<file path="src/rtl/fetch_unit_if.sv">
// Fetch-stage bus: instruction-memory port, redirect request and the
// valid/ready output slot handed to decode.
interface fetch_unit_if #(
  parameter int ADDR_W  = 4,
  parameter int INSTR_W = 16
);
  logic [ADDR_W-1:0]  imem_addr;
  logic [INSTR_W-1:0] imem_instr;
  logic               redirect_valid;
  logic [ADDR_W-1:0]  redirect_pc;
  logic               out_valid;
  logic               out_ready;
  logic [INSTR_W-1:0] out_instr;
  logic [ADDR_W-1:0]  out_pc;

  modport master (
    output imem_addr, out_valid, out_instr, out_pc,
    input  imem_instr, redirect_valid, redirect_pc, out_ready
  );

  modport slave (
    input  imem_addr, out_valid, out_instr, out_pc,
    output imem_instr, redirect_valid, redirect_pc, out_ready
  );
endinterface

</file>
<file path="src/rtl/fetch_unit.sv">
// Instruction fetch stage: PC, one-entry output slot with valid/ready,
// run/stop, redirect with flush, and halt on a designated opcode.
module fetch_unit #(
  parameter int         ADDR_W      = 4,
  parameter int         INSTR_W     = 16,
  parameter int         RESET_PC    = 0,
  parameter logic [3:0] HALT_OPCODE = 4'b1111,
  parameter int         CNT_W       = 8
) (
  input  logic                clk,
  input  logic                rst,
  input  logic                run,
  fetch_unit_if.master        bus,
  output logic                halted,
  output logic [CNT_W-1:0]    fetch_count
);
  typedef enum logic [1:0] {IDLE, FETCH, HALT} state_t;

  state_t            state, state_nxt;
  logic [ADDR_W-1:0] pc;
  logic              slot_free, xfer, do_fetch, is_halt_op;

  assign bus.imem_addr = pc;
  assign halted        = (state == HALT);
  assign is_halt_op    = (bus.imem_instr[INSTR_W-1 -: 4] == HALT_OPCODE);

  always_ff @(posedge clk) begin
    if (rst) state <= IDLE;
    else     state <= state_nxt;
  end

  always_comb begin
    state_nxt = state;
    slot_free = !bus.out_valid || bus.out_ready;
    xfer      = bus.out_valid && bus.out_ready;
    do_fetch  = 1'b0;
    case (state)
      IDLE: if (run && !bus.redirect_valid) state_nxt = FETCH;
      FETCH: begin
        do_fetch = slot_free && !bus.redirect_valid;
        // A captured halt word wins over run dropping in the same cycle
        if (do_fetch && is_halt_op) state_nxt = HALT;
        else if (!run)              state_nxt = IDLE;
      end
      HALT: if (bus.redirect_valid) state_nxt = FETCH;
      default: state_nxt = IDLE;
    endcase
  end

  always_ff @(posedge clk) begin
    if (rst) begin
      pc            <= ADDR_W'(RESET_PC);
      bus.out_valid <= 1'b0;
      bus.out_instr <= '0;
      bus.out_pc    <= '0;
      fetch_count   <= '0;
    end else begin
      if (xfer) fetch_count <= fetch_count + CNT_W'(1);
      if (bus.redirect_valid) begin
        pc            <= bus.redirect_pc;
        bus.out_valid <= 1'b0;
      end else if (do_fetch) begin
        bus.out_instr <= bus.imem_instr;
        bus.out_pc    <= pc;
        bus.out_valid <= 1'b1;
        pc            <= pc + ADDR_W'(1);
      end else if (xfer) begin
        bus.out_valid <= 1'b0;
      end
    end
  end
endmodule

</file>
<file path="src/flat_wrapper.sv">
// flat-port wrapper written by rule: the top's interface ports become plain ports
module fetch_unit_flat 
#(
  parameter int         ADDR_W      = 4,
  parameter int         INSTR_W     = 16,
  parameter int         RESET_PC    = 0,
  parameter logic [3:0] HALT_OPCODE = 4'b1111,
  parameter int         CNT_W       = 8
)
  (clk, rst, run, halted, fetch_count, bus_imem_addr, bus_out_valid, bus_out_instr, bus_out_pc, bus_imem_instr, bus_redirect_valid, bus_redirect_pc, bus_out_ready);
  fetch_unit_if #(.ADDR_W(ADDR_W), .INSTR_W(INSTR_W)) bus_i ();
  input  logic clk;
  input  logic rst;
  input  logic run;
  output logic halted;
  output logic [CNT_W-1:0] fetch_count;
  output wire logic [$bits(bus_i.imem_addr)-1:0] bus_imem_addr;
  output wire logic [$bits(bus_i.out_valid)-1:0] bus_out_valid;
  output wire logic [$bits(bus_i.out_instr)-1:0] bus_out_instr;
  output wire logic [$bits(bus_i.out_pc)-1:0] bus_out_pc;
  input wire logic [$bits(bus_i.imem_instr)-1:0] bus_imem_instr;
  input wire logic [$bits(bus_i.redirect_valid)-1:0] bus_redirect_valid;
  input wire logic [$bits(bus_i.redirect_pc)-1:0] bus_redirect_pc;
  input wire logic [$bits(bus_i.out_ready)-1:0] bus_out_ready;
  assign bus_imem_addr = bus_i.imem_addr;
  assign bus_out_valid = bus_i.out_valid;
  assign bus_out_instr = bus_i.out_instr;
  assign bus_out_pc = bus_i.out_pc;
  assign bus_i.imem_instr = bus_imem_instr;
  assign bus_i.redirect_valid = bus_redirect_valid;
  assign bus_i.redirect_pc = bus_redirect_pc;
  assign bus_i.out_ready = bus_out_ready;
  fetch_unit #(.ADDR_W(ADDR_W), .INSTR_W(INSTR_W), .RESET_PC(RESET_PC), .HALT_OPCODE(HALT_OPCODE), .CNT_W(CNT_W)) u_core (.clk(clk), .rst(rst), .run(run), .bus(bus_i), .halted(halted), .fetch_count(fetch_count));
endmodule
</file>
<file path="config.mk">
export PLATFORM = sky130hd
export DESIGN_NAME = fetch_unit_flat
export DESIGN_NICKNAME = d
export VERILOG_FILES = /design/src/rtl/fetch_unit_if.sv /design/src/rtl/fetch_unit.sv /design/src/flat_wrapper.sv
export SDC_FILE = /design/constraint.sdc
export NUM_CORES = 1
export LEC_CHECK = 0
export BUFFER_PORTS_ARGS = -buffer_cell sky130_fd_sc_hd__buf_4
export CAP_MARGIN = 20
export CELL_PAD_IN_SITES_DETAIL_PLACEMENT = 0
export CELL_PAD_IN_SITES_GLOBAL_PLACEMENT = 2
export CORE_MARGIN = 2
export CORE_UTILIZATION = 29
export DETAILED_ROUTE_END_ITERATION = 8
export PLACE_DENSITY = 0.93
export SLEW_MARGIN = 10
export SYNTH_ARGS = -nofsm -noshare
export SYNTH_HDL_FRONTEND = slang
export SYNTH_SLANG_ARGS = --single-unit
</file>
<file path="constraint.sdc">
create_clock -name clk -period 2.7 [get_ports clk]
set_input_delay 0.81 -clock clk [delete_from_list [all_inputs] [get_ports clk]]
set_output_delay 0.81 -clock clk [all_outputs]
set_load 0.02 [all_outputs]
</file>
Word level (Yosys, flattened, before mapping)
Cells that the tools add are included.
- add/sub/neg operators: 2
- $mul: 0
- div/mod/pow operators: 0
- order comparisons: 0
- eq/ne operators: 6
- shift-type cells: 0
- mux-type cells: 10
- bitwise gates (word level): 1
- reduce and logical (&&, ||, !) cells: 13
- operators with widths (kind ; count):
    adder 8 x 1 -> 8 bit, second input constant ; 1
    two-way mux 2 bit ; 4
    two-way mux 4 bit ; 2
    case mux 2 bit (3 select lines) ; 1
    adder 4 x 1 -> 4 bit, second input constant ; 1
    equality test 4 bit, second input constant ; 1
    logical AND 1 bit ; 4
    != test 2 x 1 -> 1 bit, second input constant ; 2
    nonzero test 2 bit ; 2
    two-way mux 1 bit ; 3
    != test 3 x 2 -> 1 bit, second input constant ; 1
    AND reduction 3 bit ; 1
    equality test 2 x 1 -> 1 bit, second input constant ; 1
    equality test 2 bit, second input constant ; 1
    logical NOT 1 bit ; 2
    logical NOT 2 bit ; 1
    AND reduction 2 bit ; 1
    OR reduction 2 bit ; 1
    logical OR 1 bit ; 1
    NOT 1 bit ; 1
- register bits: 35
- bits in latches: 0
- memory bits (writable): 0
- bits in read-only memories: 0
- input bits: 25
- output and inout port bits: 34
- memories kept: 0

Longest topological paths before layout
- depth in word-level cells: 6
- gate-level depth with buffers: 5

Least setup slack after synthesis
No wires, ideal clock.
- path type: input-to-reg
- start point: in bus_redirect_valid
- end point: reg u_core.bus.out_pc[0]
- setup time: 71 ps
- data arrival time: 1577 ps
- path slack: 1052 ps
- stages: 5
- cells stage by stage: buf_2 > clkinv_1 > clkbuf_1 > nand4_1 > a21oi_1
- word-level cells in the longest chain between the ends: 4
- elaborated cells between the ends (all ways): 5
- classes of those cells: mux (1); bitwise (1); reduce/logical (3)
- RTL lines (item ; line ; RTL):
    start: declaration ; flat_wrapper.sv:22 ; input wire logic [$bits(bus_i.redirect_valid)-1:0] bus_redirect_valid;
    logical NOT 1 bit ; fetch_unit.sv:40 ; do_fetch = slot_free && !bus.redirect_valid;
    logical AND 1 bit ; fetch_unit.sv:40 ;
    two-way mux 1 bit ; fetch_unit.sv:37 ; case (state)
    AND reduction 2 bit (no line) (*) ; -- ;
    end signal: assignment ; fetch_unit.sv:64 ; bus.out_pc <= pc;
    end: declaration ; fetch_unit_if.sv:17 ; output imem_addr, out_valid, out_instr, out_pc,
Every way passes the cells marked *; elsewhere a longest branch is shown, timed or not.
A chain may end at the register's enable or synchronous reset.

Final worst setup path
- start point: reg u_core.state[1]
- end point: out halted
- word-level cells in the longest chain between the ends: 1
- RTL lines (item ; line ; RTL):
    start: declaration ; fetch_unit.sv:19 ; state_t state, state_nxt;
    start signal: assignment ; fetch_unit.sv:29 ; else state <= state_nxt;
    equality test 2 bit ; fetch_unit.sv:24 ; assign halted = (state == HALT);
    end: declaration ; flat_wrapper.sv:15 ; output logic halted;
Every way passes these cells.

==> impl_metrics.tcl <==
set metrics [dict create \
    placement.io_buffers 58 \
    grt_antenna_before_repair 0 \
    normalized_max_slew_margin_pct 47.1 \
    clock_power_share_pct 42.4 \
    worstSetupPathType "register to output pin" \
    mappedNetlistNets 208 \
    finalWorstPathRequiredPeriod_ns 1.87 \
    status "complete, no violations" \
    arrival_ns 1.06 \
    synth-adder-area-share_pct 1.58 \
    grt_util_all_layers_pct 15.0 \
    post-cts-setup-buffers 0 \
    floorplan.initialDensity_pct 30.6 \
    intPower_w 0.000882 \
    globalplace.congestion 0.720 \
    synthXorXnorAreaFrac_pct 1.11 \
    synth_largest_area_cell "sky130_fd_sc_hd__dfxtp_1" \
    cts-htree-levels 2 \
    mostFrequentLayoutCell "sky130_fd_sc_hd__buf_4" \
    final_max_slew_viol_count 0 \
    net-switching-power_w 0.000274 \
    hold_path_class "register to register" \
    yosysSeqAreaShare_pct 44.3 \
    worst_setup_hold_path_clk_slew_ns 0.07 \
    rsz0062_at_grt "false" \
    avg_inst_size_synth_um2 8.73 \
    highest_ir_drop_seen_on_vdd_mv 0.275 \
    dr_wl_met3_um 203 \
    detail_route.wirelength_mm 4.34 \
    timing.reg2reg.worst_path_depth 4 \
    cts_buffers 5 \
    io_pins 59 \
    grt_pass1_wl_mm 7.33 \
    main_combinational_cell_family_by_area_after_synthesis "compound AO/OA/AOI/OAI gates" \
    wl_met1_mm 1.92 \
    critPathCaptureType "output pin" \
    setup.worst_path.start_class "register" \
    floorplan.die.width_um 77.8 \
    layout-drive-gt1-share_pct 31.3 \
    grt_max_degree 33 \
    p_leak_nw 0.832 \
    synth_mux_area_share_pct 0 \
    die_area_um2 6060 \
    std_cell_rows 26 \
    mostFrequentLayoutCells "63 x sky130_fd_sc_hd__buf_4, 35 x sky130_fd_sc_hd__dfxtp_1, 26 x sky130_fd_sc_hd__a21oi_1" \
    synth.cell_area_um2 1580 \
    cts-hold-fix-buffers 0 \
    synth.area.top_cells "sky130_fd_sc_hd__dfxtp_1 44%, sky130_fd_sc_hd__o31ai_1 10%, sky130_fd_sc_hd__nand4_1 8.7%" \
    synthesis.yosys.warnings 0 \
    yosys.cell_types.count 32 \
    drt-vias-per-instance 5.31 \
    drc 0 \
    final_hold_viol_count 0 \
    drt_iter0_drc 91 \
    dpl.hpwl_mm 3.05 \
    layout.cells.non_filler 303 \
    cts_tree "built" \
    synthSimpleGateAreaFrac_pct 19.3 \
    top_signal_layer_used "met4" \
    swShare_pct 23.7 \
    final.setup.tns_ns 0 \
    clock_sinks 35 \
    synth-compound-area-share_pct 26.1 \
    clk_root_buffer_cell "sky130_fd_sc_hd__clkbuf_8" \
    drt.antenna.violating_nets 0 \
    wl_per_cell_um 14.3 \
    die_h_um 77.8 \
    worst_hold_path.num_cells 2 \
    grt_pass1_vias 1495 \
    grt_overflow_total 0 \
    yosys.area.top_type_share_pct 44.3 \
    dp.cells 295 \
    ys_seq_elements 35 \
    seq_power_share_pct 46.7 \
    maxCapViolCount 0 \
    core_um2 5170 \
    syn_to_final_growth_pct 37.0 \
    wl_met2_mm 2.16 \
    path_max_fanout 4 \
    share_comb_of_total_power_pct 10.8 \
    cts_resized 0 \
    worstSkewPairLatency_ns 0.29 \
    setup_viol_count_final 0 \
    finish.net_count 259 \
    peak_clock_frequency_supported_by_timing_mhz 535 \
    num_vias 1608 \
    post_synthesis_cells 181 \
    finalCritPeriodShare_pct 69.2 \
    critPathRequiredTime_ns 1.89 \
    max_slew.worst_pin.slew_ns 0.794 \
    diodes 0 \
    clock_tree.buffer_depth 2 \
    drtPass1Iterations 4 \
    fin_skew_ns 0.00784 \
    cellPowerDensity_nw_per_um2 534 \
]
[worst max-delay path, cell delays in order, from the launching register on]
cell,delay (ns)
sky130_fd_sc_hd__dfxtp_1,0.36
sky130_fd_sc_hd__nor2b_1,0.24
sky130_fd_sc_hd__buf_4,0.18
[worst paths after layout]
| path | startpoint | to | slack [ns] |
|---|---|---|---|
| max | u_core.state[1] | halted | 0.83 |
| min | u_core.bus.out_pc[2] | u_core.bus.out_pc[2] | 0.47 |
| max reg2reg | u_core.bus.out_valid | u_core.bus.out_instr[0] | 1.03 |
| min reg2reg | u_core.bus.out_pc[2] | u_core.bus.out_pc[2] | 0.47 |
[power by group through the flow]
stage,logic (W),clock network (W),registers (W)
4_1_cts,0.000126,0.000505,0.000540
2_1_floorplan,0.0000533,0,0.000564
3_3_place_gp,0.000126,0,0.000552
3_5_place_dp,0.000126,0,0.000552
6_report,0.000125,0.000491,0.000540
5_1_grt,0.000138,0.000526,0.000542
[flip-flops by register name, indices dropped and copies added (netlist names)]
signal                flops
u_core.bus.imem_addr      4
u_core.bus.out_valid      1
u_core.state              2
u_core.fetch_count        8
u_core.bus.out_instr     16
u_core.bus.out_pc         4
[Yosys cell counts]
library cell / instances
sky130_fd_sc_hd__o31a_1: 1
sky130_fd_sc_hd__nor4_1: 1
sky130_fd_sc_hd__o31ai_1: 22
sky130_fd_sc_hd__a31oi_1: 1
sky130_fd_sc_hd__o21ai_0: 6
sky130_fd_sc_hd__buf_6: 2
sky130_fd_sc_hd__clkinv_1: 1
sky130_fd_sc_hd__nor4b_1: 1
sky130_fd_sc_hd__o21a_1: 1
sky130_fd_sc_hd__nand2b_1: 3
sky130_fd_sc_hd__buf_2: 8
sky130_fd_sc_hd__inv_1: 5
sky130_fd_sc_hd__o221a_2: 1
sky130_fd_sc_hd__clkbuf_1: 9
sky130_fd_sc_hd__dfxtp_1: 35
sky130_fd_sc_hd__o2111ai_1: 1
sky130_fd_sc_hd__a21oi_1: 26
sky130_fd_sc_hd__xor2_1: 1
sky130_fd_sc_hd__o311a_1: 1
sky130_fd_sc_hd__nor3_1: 1
sky130_fd_sc_hd__nor2_1: 5
sky130_fd_sc_hd__nand4_1: 22
sky130_fd_sc_hd__nand3_1: 8
sky130_fd_sc_hd__or3_1: 4
sky130_fd_sc_hd__nand2_1: 3
sky130_fd_sc_hd__a41o_1: 1
sky130_fd_sc_hd__xnor2_1: 1
sky130_fd_sc_hd__or4_1: 2
sky130_fd_sc_hd__nor2b_1: 3
sky130_fd_sc_hd__ha_1: 2
sky130_fd_sc_hd__a21boi_0: 1
sky130_fd_sc_hd__a311oi_1: 2
[metal layers]
layer | track usage (%) | vias to the layer above
li1 | - | 801
met5 | 0 | -
met4 | 5.36 | 0
met2 | 24.8 | 51
met3 | 3.49 | 8
met1 | 19.1 | 748
[cells by family after synthesis]
kind of cell	count (synthesis)
DFF	35
adders and majority gates	2
and+or+nand+nor	53
AOI/OAI and AO/OA	64
xor gates and xnor gates	2
buffers and inverters	25
[per-stage QoR]
step           cell area (µm²)  utilization (%)  hold WS, ns  setup slack (ns)  total power [W]
6_report                  2160             41.8        0.474             0.833          0.00116
5_1_grt                   2160             41.8        0.494             0.719          0.00121
4_1_cts                   2160             41.8        0.475             0.815          0.00117
3_5_place_dp              2050             39.6        0.464             0.621         0.000678
3_3_place_gp              2050             39.6        0.458             0.612         0.000678
2_1_floorplan             1580                -        0.531              1.05         0.000617
[final cells by class]
| class | instances | area, µm² |
|---|---|---|
| fillers | 545 | 3010 |
| repair buffers | 63 | 473 |
| inverters | 6 | 22.5 |
| clock buffers | 6 | 82.6 |
| multi-input cells | 121 | 763 |
| well taps | 70 | 87.6 |
| clock inverters | 2 | 35.0 |
| flip-flops and latches | 35 | 701 |
Power figures use the tool's default switching activity.
